### config.mk
export PLATFORM = sky130hd
export DESIGN_NAME = alu_op_sequencer_flat
export DESIGN_NICKNAME = d
export VERILOG_FILES = /design/src/rtl/alu_seq_pkg.sv /design/src/rtl/alu_op_sequencer_if.sv /design/src/rtl/alu_seq_regfile.sv /design/src/rtl/alu_op_sequencer.sv /design/src/flat_wrapper.sv
export SDC_FILE = /design/constraint.sdc
export NUM_CORES = 1
export LEC_CHECK = 0
export CAP_MARGIN = 20
export CORE_MARGIN = 3
export CORE_UTILIZATION = 56
export CTS_CLUSTER_SIZE = 25
export DETAILED_ROUTE_END_ITERATION = 8
export PLACE_DENSITY = 0.9
export SLEW_MARGIN = 30
export SYNTH_ARGS = -nofsm -noshare
export SYNTH_HDL_FRONTEND = slang
export SYNTH_SLANG_ARGS = --single-unit
### constraint.sdc
create_clock -name clk -period 4.15 [get_ports clk]
set_input_delay 0.83 -clock clk [delete_from_list [all_inputs] [get_ports clk]]
set_output_delay 0.83 -clock clk [all_outputs]
set_load 0.005 [all_outputs]
### src/rtl/alu_seq_pkg.sv
// Shared constants for the ALU op sequencer: ALU select codes and FSM states.
package alu_seq_pkg;

    // ALU select encoding; must stay bit-identical to the attached ALU.
    localparam logic [2:0] OP_ADD = 3'b000;
    localparam logic [2:0] OP_SUB = 3'b001;
    localparam logic [2:0] OP_AND = 3'b010;
    localparam logic [2:0] OP_OR  = 3'b011;
    localparam logic [2:0] OP_XOR = 3'b100;
    localparam logic [2:0] OP_SHL = 3'b101;
    localparam logic [2:0] OP_SHR = 3'b110;
    localparam logic [2:0] OP_SLT = 3'b111;

    typedef enum logic [1:0] {
        IDLE  = 2'd0,
        ISSUE = 2'd1,
        RESP  = 2'd2
    } state_e;

endpackage

### src/rtl/alu_op_sequencer_if.sv
// Instruction and response channels of the ALU op sequencer.
interface alu_op_sequencer_if #(
    parameter int unsigned WIDTH = 8,
    parameter int unsigned RAW   = 2
);
    logic             cmd_valid;
    logic             cmd_ready;
    logic             cmd_ld;
    logic [2:0]       cmd_op;
    logic [RAW-1:0]   cmd_rd;
    logic [RAW-1:0]   cmd_rs1;
    logic [RAW-1:0]   cmd_rs2;
    logic [WIDTH-1:0] cmd_imm;

    logic             rsp_valid;
    logic             rsp_ready;
    logic [WIDTH-1:0] rsp_data;
    logic             rsp_zero;
    logic [RAW-1:0]   rsp_rd;

    // Instruction source / response consumer side.
    modport master (
        output cmd_valid, cmd_ld, cmd_op, cmd_rd, cmd_rs1, cmd_rs2, cmd_imm,
        input  cmd_ready,
        input  rsp_valid, rsp_data, rsp_zero, rsp_rd,
        output rsp_ready
    );

    // Sequencer side.
    modport slave (
        input  cmd_valid, cmd_ld, cmd_op, cmd_rd, cmd_rs1, cmd_rs2, cmd_imm,
        output cmd_ready,
        output rsp_valid, rsp_data, rsp_zero, rsp_rd,
        input  rsp_ready
    );
endinterface

### src/rtl/alu_seq_regfile.sv
// NREG x WIDTH register file: two asynchronous read ports, one synchronous
// write port, synchronous active-low clear.
module alu_seq_regfile #(
    parameter int unsigned WIDTH = 8,
    parameter int unsigned NREG  = 4,
    parameter int unsigned RAW   = 2
) (
    input  logic             clk,
    input  logic             rst_n,
    input  logic             we_i,
    input  logic [RAW-1:0]   waddr_i,
    input  logic [WIDTH-1:0] wdata_i,
    input  logic [RAW-1:0]   raddr_a_i,
    output logic [WIDTH-1:0] rdata_a_o,
    input  logic [RAW-1:0]   raddr_b_i,
    output logic [WIDTH-1:0] rdata_b_o
);

    logic [WIDTH-1:0] regs_q [NREG];

    // Clear on reset, otherwise write one register when enabled.
    always_ff @(posedge clk) begin
        if (!rst_n) begin
            for (int unsigned i = 0; i < NREG; i++) begin
                regs_q[i] <= '0;
            end
        end else if (we_i) begin
            regs_q[waddr_i] <= wdata_i;
        end
    end

    assign rdata_a_o = regs_q[raddr_a_i];
    assign rdata_b_o = regs_q[raddr_b_i];

endmodule

### src/rtl/alu_op_sequencer.sv
// Command-side initiator for the combinational ALU: accepts instructions,
// drives registered operands, writes results back and returns responses.
module alu_op_sequencer
    import alu_seq_pkg::*;
#(
    parameter int unsigned WIDTH = 8,
    parameter int unsigned NREG  = 4,
    parameter int unsigned RAW   = 2
) (
    input  logic             clk,
    input  logic             rst_n,
    alu_op_sequencer_if.slave bus,
    output logic [WIDTH-1:0] alu_a,
    output logic [WIDTH-1:0] alu_b,
    output logic [2:0]       alu_sel,
    input  logic [WIDTH-1:0] alu_out,
    input  logic             alu_zero
);

    state_e           state_q, state_d;
    logic [WIDTH-1:0] alu_a_q, alu_a_d;
    logic [WIDTH-1:0] alu_b_q, alu_b_d;
    logic [2:0]       alu_sel_q, alu_sel_d;
    logic [RAW-1:0]   rd_q, rd_d;
    logic [WIDTH-1:0] rsp_data_q, rsp_data_d;
    logic             rsp_zero_q, rsp_zero_d;
    logic [RAW-1:0]   rsp_rd_q, rsp_rd_d;

    logic             cmd_ready;
    logic             rsp_valid;
    logic             rf_we;
    logic [RAW-1:0]   rf_waddr;
    logic [WIDTH-1:0] rf_wdata;
    logic [WIDTH-1:0] rf_rdata_a;
    logic [WIDTH-1:0] rf_rdata_b;

    alu_seq_regfile #(
        .WIDTH (WIDTH),
        .NREG  (NREG),
        .RAW   (RAW)
    ) u_regfile (
        .clk       (clk),
        .rst_n     (rst_n),
        .we_i      (rf_we),
        .waddr_i   (rf_waddr),
        .wdata_i   (rf_wdata),
        .raddr_a_i (bus.cmd_rs1),
        .rdata_a_o (rf_rdata_a),
        .raddr_b_i (bus.cmd_rs2),
        .rdata_b_o (rf_rdata_b)
    );

    // Next-state, handshake and register-file write control.
    always_comb begin
        state_d    = state_q;
        alu_a_d    = alu_a_q;
        alu_b_d    = alu_b_q;
        alu_sel_d  = alu_sel_q;
        rd_d       = rd_q;
        rsp_data_d = rsp_data_q;
        rsp_zero_d = rsp_zero_q;
        rsp_rd_d   = rsp_rd_q;
        cmd_ready  = 1'b0;
        rsp_valid  = 1'b0;
        rf_we      = 1'b0;
        rf_waddr   = rd_q;
        rf_wdata   = alu_out;

        unique case (state_q)
            IDLE: begin
                cmd_ready = 1'b1;
                if (bus.cmd_valid) begin
                    if (bus.cmd_ld) begin
                        rf_we      = 1'b1;
                        rf_waddr   = bus.cmd_rd;
                        rf_wdata   = bus.cmd_imm;
                        rsp_data_d = bus.cmd_imm;
                        rsp_zero_d = (bus.cmd_imm == '0);
                        rsp_rd_d   = bus.cmd_rd;
                        state_d    = RESP;
                    end else begin
                        alu_a_d   = rf_rdata_a;
                        alu_b_d   = rf_rdata_b;
                        alu_sel_d = bus.cmd_op;
                        rd_d      = bus.cmd_rd;
                        state_d   = ISSUE;
                    end
                end
            end
            ISSUE: begin
                // ALU output has settled from the registered operands.
                rf_we      = 1'b1;
                rf_waddr   = rd_q;
                rf_wdata   = alu_out;
                rsp_data_d = alu_out;
                rsp_zero_d = alu_zero;
                rsp_rd_d   = rd_q;
                state_d    = RESP;
            end
            RESP: begin
                rsp_valid = 1'b1;
                if (bus.rsp_ready) begin
                    state_d = IDLE;
                end
            end
            default: state_d = IDLE;
        endcase
    end

    // State and datapath registers with synchronous reset.
    always_ff @(posedge clk) begin
        if (!rst_n) begin
            state_q    <= IDLE;
            alu_a_q    <= '0;
            alu_b_q    <= '0;
            alu_sel_q  <= '0;
            rd_q       <= '0;
            rsp_data_q <= '0;
            rsp_zero_q <= 1'b0;
            rsp_rd_q   <= '0;
        end else begin
            state_q    <= state_d;
            alu_a_q    <= alu_a_d;
            alu_b_q    <= alu_b_d;
            alu_sel_q  <= alu_sel_d;
            rd_q       <= rd_d;
            rsp_data_q <= rsp_data_d;
            rsp_zero_q <= rsp_zero_d;
            rsp_rd_q   <= rsp_rd_d;
        end
    end

    assign alu_a         = alu_a_q;
    assign alu_b         = alu_b_q;
    assign alu_sel       = alu_sel_q;
    assign bus.cmd_ready = cmd_ready;
    assign bus.rsp_valid = rsp_valid;
    assign bus.rsp_data  = rsp_data_q;
    assign bus.rsp_zero  = rsp_zero_q;
    assign bus.rsp_rd    = rsp_rd_q;

endmodule

### src/flat_wrapper.sv
// flat-port wrapper written by rule: the top's interface ports become plain ports
module alu_op_sequencer_flat import alu_seq_pkg::*;
#(
    parameter int unsigned WIDTH = 8,
    parameter int unsigned NREG  = 4,
    parameter int unsigned RAW   = 2
)
  (clk, rst_n, alu_a, alu_b, alu_sel, alu_out, alu_zero, bus_cmd_valid, bus_cmd_ld, bus_cmd_op, bus_cmd_rd, bus_cmd_rs1, bus_cmd_rs2, bus_cmd_imm, bus_cmd_ready, bus_rsp_valid, bus_rsp_data, bus_rsp_zero, bus_rsp_rd, bus_rsp_ready);
  alu_op_sequencer_if #(.WIDTH(WIDTH), .RAW(RAW)) bus_i ();
  input  logic clk;
  input  logic rst_n;
  output logic [WIDTH-1:0] alu_a;
  output logic [WIDTH-1:0] alu_b;
  output logic [2:0] alu_sel;
  input  logic [WIDTH-1:0] alu_out;
  input  logic alu_zero;
  input wire logic [$bits(bus_i.cmd_valid)-1:0] bus_cmd_valid;
  input wire logic [$bits(bus_i.cmd_ld)-1:0] bus_cmd_ld;
  input wire logic [$bits(bus_i.cmd_op)-1:0] bus_cmd_op;
  input wire logic [$bits(bus_i.cmd_rd)-1:0] bus_cmd_rd;
  input wire logic [$bits(bus_i.cmd_rs1)-1:0] bus_cmd_rs1;
  input wire logic [$bits(bus_i.cmd_rs2)-1:0] bus_cmd_rs2;
  input wire logic [$bits(bus_i.cmd_imm)-1:0] bus_cmd_imm;
  output wire logic [$bits(bus_i.cmd_ready)-1:0] bus_cmd_ready;
  output wire logic [$bits(bus_i.rsp_valid)-1:0] bus_rsp_valid;
  output wire logic [$bits(bus_i.rsp_data)-1:0] bus_rsp_data;
  output wire logic [$bits(bus_i.rsp_zero)-1:0] bus_rsp_zero;
  output wire logic [$bits(bus_i.rsp_rd)-1:0] bus_rsp_rd;
  input wire logic [$bits(bus_i.rsp_ready)-1:0] bus_rsp_ready;
  assign bus_i.cmd_valid = bus_cmd_valid;
  assign bus_i.cmd_ld = bus_cmd_ld;
  assign bus_i.cmd_op = bus_cmd_op;
  assign bus_i.cmd_rd = bus_cmd_rd;
  assign bus_i.cmd_rs1 = bus_cmd_rs1;
  assign bus_i.cmd_rs2 = bus_cmd_rs2;
  assign bus_i.cmd_imm = bus_cmd_imm;
  assign bus_cmd_ready = bus_i.cmd_ready;
  assign bus_rsp_valid = bus_i.rsp_valid;
  assign bus_rsp_data = bus_i.rsp_data;
  assign bus_rsp_zero = bus_i.rsp_zero;
  assign bus_rsp_rd = bus_i.rsp_rd;
  assign bus_i.rsp_ready = bus_rsp_ready;
  alu_op_sequencer #(.WIDTH(WIDTH), .NREG(NREG), .RAW(RAW)) u_core (.clk(clk), .rst_n(rst_n), .bus(bus_i), .alu_a(alu_a), .alu_b(alu_b), .alu_sel(alu_sel), .alu_out(alu_out), .alu_zero(alu_zero));
endmodule
==> results.sh, run 1 <==
export IMPL_num_nets_final=381
export IMPL_floorplan_initialDensity=0.587
export IMPL_diodes=0
export IMPL_number_of_global_route_vias_before_repair=2693
export IMPL_synth_area_leaders="edfxtp_1, dfxtp_1, mux4_2"
export IMPL_power_share_clock=0.357
export IMPL_grt_first_pass_wirelength_um=13800
export IMPL_grt_ovfl_total=0
export IMPL_clock_fmax_ghz=0.322
export IMPL_unrepaired_setup_endpoints_after_global_routing="no"
export IMPL_syn_inst=298
export IMPL_grt_use_total=0.277
export IMPL_synth_enable_flop_cells=32
export IMPL_sequential_area_share_after_synthesis=0.502
export IMPL_critical_path_required_ns=3.32
export IMPL_cts_tree="yes"
export IMPL_synth_top_cell_by_area="edfxtp_1"
export IMPL_finalClockSkew_ns=0.0101
export IMPL_dp_hpwl_um=6040
export IMPL_final_critical_path_setup_slack_ns=1.04
export IMPL_cpMaxStageDelayCell="clkinv_1"
export IMPL_cellPowerDensity_nw_per_um2=377
export IMPL_place_port_buffers=62
export IMPL_critical_path_top_delay_family="buffers and inverters"
export IMPL_ant_nets=0
export IMPL_pre_cts_slack_ns=0.945
export IMPL_critPathBufInv=2
export IMPL_cts_num_sinks=66
export IMPL_drt_pass1_iterations=5
export IMPL_floorplan_core_area_sq_um=5570
export IMPL_setup_viol=0
export IMPL_vias_per_cell=6.47
export IMPL_cp_slowest_stage_delay_ns=0.63
export IMPL_post_cts_resize_count=0
export IMPL_switching_pwr_uw=399
export IMPL_yosys_warnings=0
export IMPL_run_status="finished clean"
export IMPL_drt_wl_total_um=8580
export IMPL_area_growth_synth_to_final_pct=26.3
export IMPL_max_slew_worst_pin_slew_ns=0.791
export IMPL_htree_levels=3
export IMPL_syn_avg_cell_area_sq_um=11.0
export IMPL_drv_cap=0
export IMPL_io_pin_count=63
export IMPL_ys_types=29
export IMPL_postCtsSetupRepairBufs=0
export IMPL_postSynthNetCount=329
export IMPL_power_frac_seq=0.480
export IMPL_postCtsHoldBufs=0
export IMPL_die_h_um=82.5
export IMPL_finalWorstPathRequiredPeriod_ns=3.11
export IMPL_synth_largest_type_area_fraction=0.294
export IMPL_clock_tree_buffer_depth=2
export IMPL_synth_main_ff_cell="dfxtp_1"
export IMPL_fin_setup_tns_ns=0
export IMPL_switching_share=0.256
export IMPL_timing_hold_worst_class="reg -> reg"
export IMPL_timing_critical_path_from_type="flip-flop"
export IMPL_internal_power_mw=1.16
export IMPL_crit_path_cell_trace="clkinv_1 > nor2_1 > clkdlybuf4s50_1"
export IMPL_row_count=27
export IMPL_ir_drop_uv=253
export IMPL_clock_insertion_delay_worst_skew_ns=0.34
export IMPL_ys_seq_elements=66
export IMPL_timing_slew_headroom=0.473
export IMPL_share_of_final_layout_standard_cells_stronger_than_drive_strength_1=0.118
export IMPL_global_placer_s_final_weighted_congestion=0.896
export IMPL_cts_bufs_inserted=9
export IMPL_report_final_slew_viol_count=0
export IMPL_worstSetupPathType="reg -> out"
export IMPL_power_static_leakage_nw=1.49
export IMPL_hold_violations=0
export IMPL_postSynth_asyncResetShare=0
export IMPL_drt_iter0_drc=278
export IMPL_fp_dieW_um=82.5
export IMPL_post_synth_instance_area_sq_um=3270
export IMPL_yosys_cell_count_top_type="nand3_1"
export IMPL_grt_max_degree=33
export IMPL_path_clk_slew_ns=0.08
export IMPL_endpoint_kind="output port"
export IMPL_layout_worst_path_cycle_share=0.749
export IMPL_number_of_antenna_violations_at_the_first_check_in_global_routing=0
export IMPL_share_comb_of_total_power=0.163
export IMPL_clock_tree_root_cell="clkbuf_8"
export IMPL_die_area_sq_um=6800
export IMPL_vias=2763
export IMPL_routed_wire_length_per_instance_um=20.1
export IMPL_worst_ep_arrival_time_ns=2.28
export IMPL_drc_violation_count_after_routing=0
export IMPL_cp_max_fo=25
export IMPL_synth_cells_most_frequent="nand3_1, a21oi_1, dfxtp_1"
-- sequential cells by signal, indices dropped and copies added, names as in the netlist --
register and cells:
u_core.alu_a 8, u_core.alu_b 8, u_core.alu_sel 3, u_core.bus.rsp_data 8, u_core.bus.rsp_rd 2, u_core.bus.rsp_zero 1
u_core.rd_q 2, u_core.state_q 2, u_core.u_regfile.regs_q 32
-- stage by stage --
stage / std cells / cell area, sq um / util / total power, mW / hold WS (ns)
after detailed placement: 411 / 3930 / 0.705 / 1.01 / 0.467
after floorplan: 298 / 3270 / - / 0.892 / 0.466
final: 427 / 4140 / 0.742 / 1.56 / 0.486
after global routing: 427 / 4140 / 0.742 / 1.62 / 0.497
after global placement: 411 / 3930 / 0.705 / 1.00 / 0.456
after CTS: 427 / 4140 / 0.742 / 1.56 / 0.485
-- power by group through the flow --
stage | registers [mW] | clock network [mW] | logic [mW]
final | 0.749 | 0.556 | 0.254
after global routing | 0.752 | 0.593 | 0.274
after floorplan | 0.754 | 0 | 0.138
after CTS | 0.748 | 0.561 | 0.252
after detailed placement | 0.762 | 0 | 0.249
after global placement | 0.758 | 0 | 0.243
-- cell type report --
| cell class | count | area, sq um |
|---|---|---|
| flip-flops and latches | 66 | 1640 |
| multi-input cells | 201 | 1510 |
| fillers | 378 | 1440 |
| repair buffers | 70 | 681 |
| clock buffers | 11 | 153 |
| well taps | 72 | 90.1 |
| clock inverters | 5 | 51.3 |
| inverters | 2 | 7.51 |
-- final timing paths --
kind / slack [ns] / start / end / depth (start not counted)
worst max register to register: 1.61 / u_core.state_q[1] / u_core.u_regfile.regs_q[0][4] / 4
worst min-delay path: 0.49 / u_core.alu_a[0] / u_core.alu_a[0] / 1
worst max-delay path: 1.04 / u_core.state_q[1] / bus_rsp_valid / 3
worst min register to register: 0.49 / u_core.alu_a[0] / u_core.alu_a[0] / 1
-- kinds of logic (layout without fill, tap and decap cells) --
logic type             count (synthesis)  in the layout  share of synthesized area
DFF                                   66             66                      0.502
AOI/OAI and AO/OA                     77             77                      0.151
and+or+nand+nor                       89             89                      0.138
buffers and inverters                 31             88                     0.0413
muxes                                 35             35                      0.168
-- worst reg2reg max path: stages, from the launching register on --
cell and delay, ns:
dfxtp_1 0.49, clkinv_1 0.63, nand3_1 0.71, buf_4 0.34, a21oi_1 0.11
-- cell usage in the layout (no fill, tap or decap), types with 2 or more instances in the layout --
cell / synthesis / routed
dfxtp_1: 34 / 34
nor2b_1: 4 / 4
edfxtp_1: 32 / 32
clkinv_1: 2 / 3
nor2_1: 9 / 9
buf_4: 2 / 8
mux2i_1: 19 / 19
clkdlybuf4s50_1: 0 / 62
a311oi_1: 10 / 10
nor4_1: 2 / 2
o21ai_0: 4 / 4
a21oi_1: 44 / 44
nand3_1: 49 / 49
clkbuf_8: 0 / 9
nand2_1: 18 / 18
clkinv_2: 0 / 2
a22o_1: 16 / 16
mux4_2: 16 / 16
-- metal layers --
layer | share of wire | up-vias | GRT usage
met5 | 0 | - | 0
met4 | 0.044 | 0 | 0.140
met3 | 0.094 | 33 | 0.0781
met2 | 0.48 | 189 | 0.450
met1 | 0.38 | 1285 | 0.338
li1 | - | 1256 | -
Note: power is estimated with default switching activity, not from simulation.
==> run 2, diff against run 1 <==
Settings changed: CORE_UTILIZATION 56 to 47, PLACE_DENSITY 0.9 to 0.81.
Clock period 4.15 ns to 2.6 ns, I/O delays scaled along.
==> results.sh, run 2 (synthesis gave the netlist of run 1 again) <==
export IMPL_run_status="finished clean"
export IMPL_launch_point_of_the_worst_hold_path="u_core.alu_b[1]"
export IMPL_cp_max_fo=17
export IMPL_number_of_antenna_violations_at_the_first_check_in_global_routing=0
export IMPL_grt_first_pass_wirelength_um=13000
export IMPL_utilization=0.653
export IMPL_die_area_sq_um=8000
export IMPL_layout_worst_path_cycle_share=0.832
export IMPL_hold_ws_ns=0.480
export IMPL_endpoint_kind="flip-flop"
export IMPL_vias_per_cell=6.19
export IMPL_drt_wl_total_um=8220
export IMPL_drv_cap=0
export IMPL_postCtsSetupRepairBufs=0
export IMPL_worstSetupPathType="in -> reg"
export IMPL_post_cts_resize_count=0
export IMPL_postCtsHoldBufs=0
export IMPL_clock_tree_root_cell="clkbuf_8"
export IMPL_die_h_um=89.5
export IMPL_flop2flop_setup_slack_ns=0.64
export IMPL_reg2reg_from="u_core.state_q[0]"
export IMPL_cellPowerDensity_nw_per_um2=597
export IMPL_grt_ovfl_total=0
export IMPL_routed_wire_length_per_instance_um=18.4
export IMPL_diodes=0
export IMPL_globalRouteMet2Util=0.344
export IMPL_grt_met1_usage=0.288
export IMPL_grt_use_total=0.217
export IMPL_timing_hold_worst_class="reg -> reg"
export IMPL_floorplan_core_area_sq_um=6530
export IMPL_unrepaired_setup_endpoints_after_global_routing="no"
export IMPL_layout_cells_most_common_list="clkdlybuf4s50_1, nand3_1, a21oi_1, dfxtp_1, edfxtp_1"
export IMPL_worstHoldEndpoint="u_core.alu_b[1]"
export IMPL_clock_tree_buffer_depth=2
export IMPL_io_pin_count=63
export IMPL_htree_levels=3
export IMPL_cts_bufs_inserted=9
export IMPL_globalRouteMet3Util=0.0581
export IMPL_report_final_slew_viol_count=0
export IMPL_clock_fmax_ghz=0.462
export IMPL_top_register="u_core.u_regfile.regs_q"
export IMPL_floorplan_initialDensity=0.501
export IMPL_power_static_leakage_nw=1.57
export IMPL_fin_setup_tns_ns=0
export IMPL_grt_max_degree=33
export IMPL_fp_dieW_um=89.5
export IMPL_row_count=29
export IMPL_p_total_mw=2.55
export IMPL_largest_reg_flops=32
export IMPL_setup_viol=0
export IMPL_timing_critical_path_from_type="primary input"
export IMPL_ant_nets=0
export IMPL_vias=2762
export IMPL_worst_ep_arrival_time_ns=2.19
export IMPL_dp_hpwl_um=6050
export IMPL_timing_slew_headroom=0.577
export IMPL_drt_iter0_drc=399
export IMPL_finalWorstPathRequiredPeriod_ns=2.16
export IMPL_hold_violations=0
export IMPL_critical_path_required_ns=2.62
export IMPL_drc_violation_count_after_routing=0
export IMPL_timing_hold_worst_path_depth=1
export IMPL_final_critical_path_setup_slack_ns=0.437
export IMPL_drt_pass1_iterations=5
export IMPL_r2r_cells=4
export IMPL_stdcell_count=446
export IMPL_worst_r2r_endpoint="u_core.u_regfile.regs_q[3][1]"
export IMPL_cts_num_sinks=66
export IMPL_clock_insertion_delay_worst_skew_ns=0.34
export IMPL_area_growth_synth_to_final_pct=30.3
export IMPL_dpl_instance_area_sq_um=4040
export IMPL_cts_tree="yes"
export IMPL_dpl_cell_count=430
export IMPL_finalClockSkew_ns=0.00776
export IMPL_share_of_final_layout_standard_cells_stronger_than_drive_strength_1=0.157
export IMPL_place_port_buffers=62
export IMPL_busiest_layer="met2"
export IMPL_most_common_library_cell_in_the_layout_ignoring_fill_and_taps="clkdlybuf4s50_1"
export IMPL_max_slew_worst_pin_slew_ns=0.634
export IMPL_global_placer_s_final_weighted_congestion=0.885
export IMPL_num_nets_final=395
export IMPL_number_of_global_route_vias_before_repair=2576
export IMPL_path_clk_slew_ns=0.08
export IMPL_post_route_cell_area_sq_um=4260
export IMPL_pre_cts_slack_ns=0.0880
export IMPL_ir_drop_uv=473
run 2: final cells by class:
class                           count  area, sq um
Fill cell                         501         2270
Sequential cell                    66         1640
Tap cell                           77         96.3
Multi-Input combinational cell    201         1510
Inverter                            2         7.51
Timing Repair Buffer               84          786
Clock inverter                      5         58.8
Clock buffer                       11          163
run 2: worst max path at each step:
stage,startpoint,endpoint
floorplan,bus_cmd_ld,u_core.u_regfile.regs_q[0][0]
global placement,bus_cmd_ld,u_core.u_regfile.regs_q[0][7]
detailed placement,bus_cmd_ld,u_core.u_regfile.regs_q[3][2]
CTS,u_core.state_q[1],bus_rsp_valid
global route,u_core.state_q[1],bus_rsp_valid
finish,bus_cmd_ld,u_core.u_regfile.regs_q[3][1]
run 2: layer usage:
| metal | up-vias | part of all wire |
|---|---|---|
| met4 | 0 | 0.021 |
| met3 | 20 | 0.080 |
| met5 | - | 0 |
| met1 | 1308 | 0.42 |
| li1 | 1286 | - |
| met2 | 148 | 0.48 |
run 2: power by group:
part	switching, mW	internal (mW)
Clock	0.405	0.529
Sequential	0.0397	1.15
Combinational	0.200	0.219
run 2: critical path, stage by stage:
cell             delay (ns)
clkdlybuf4s50_1        0.47
or4bb_1                0.48
buf_4                  0.21
mux2i_1                0.17
a31o_2                 0.33
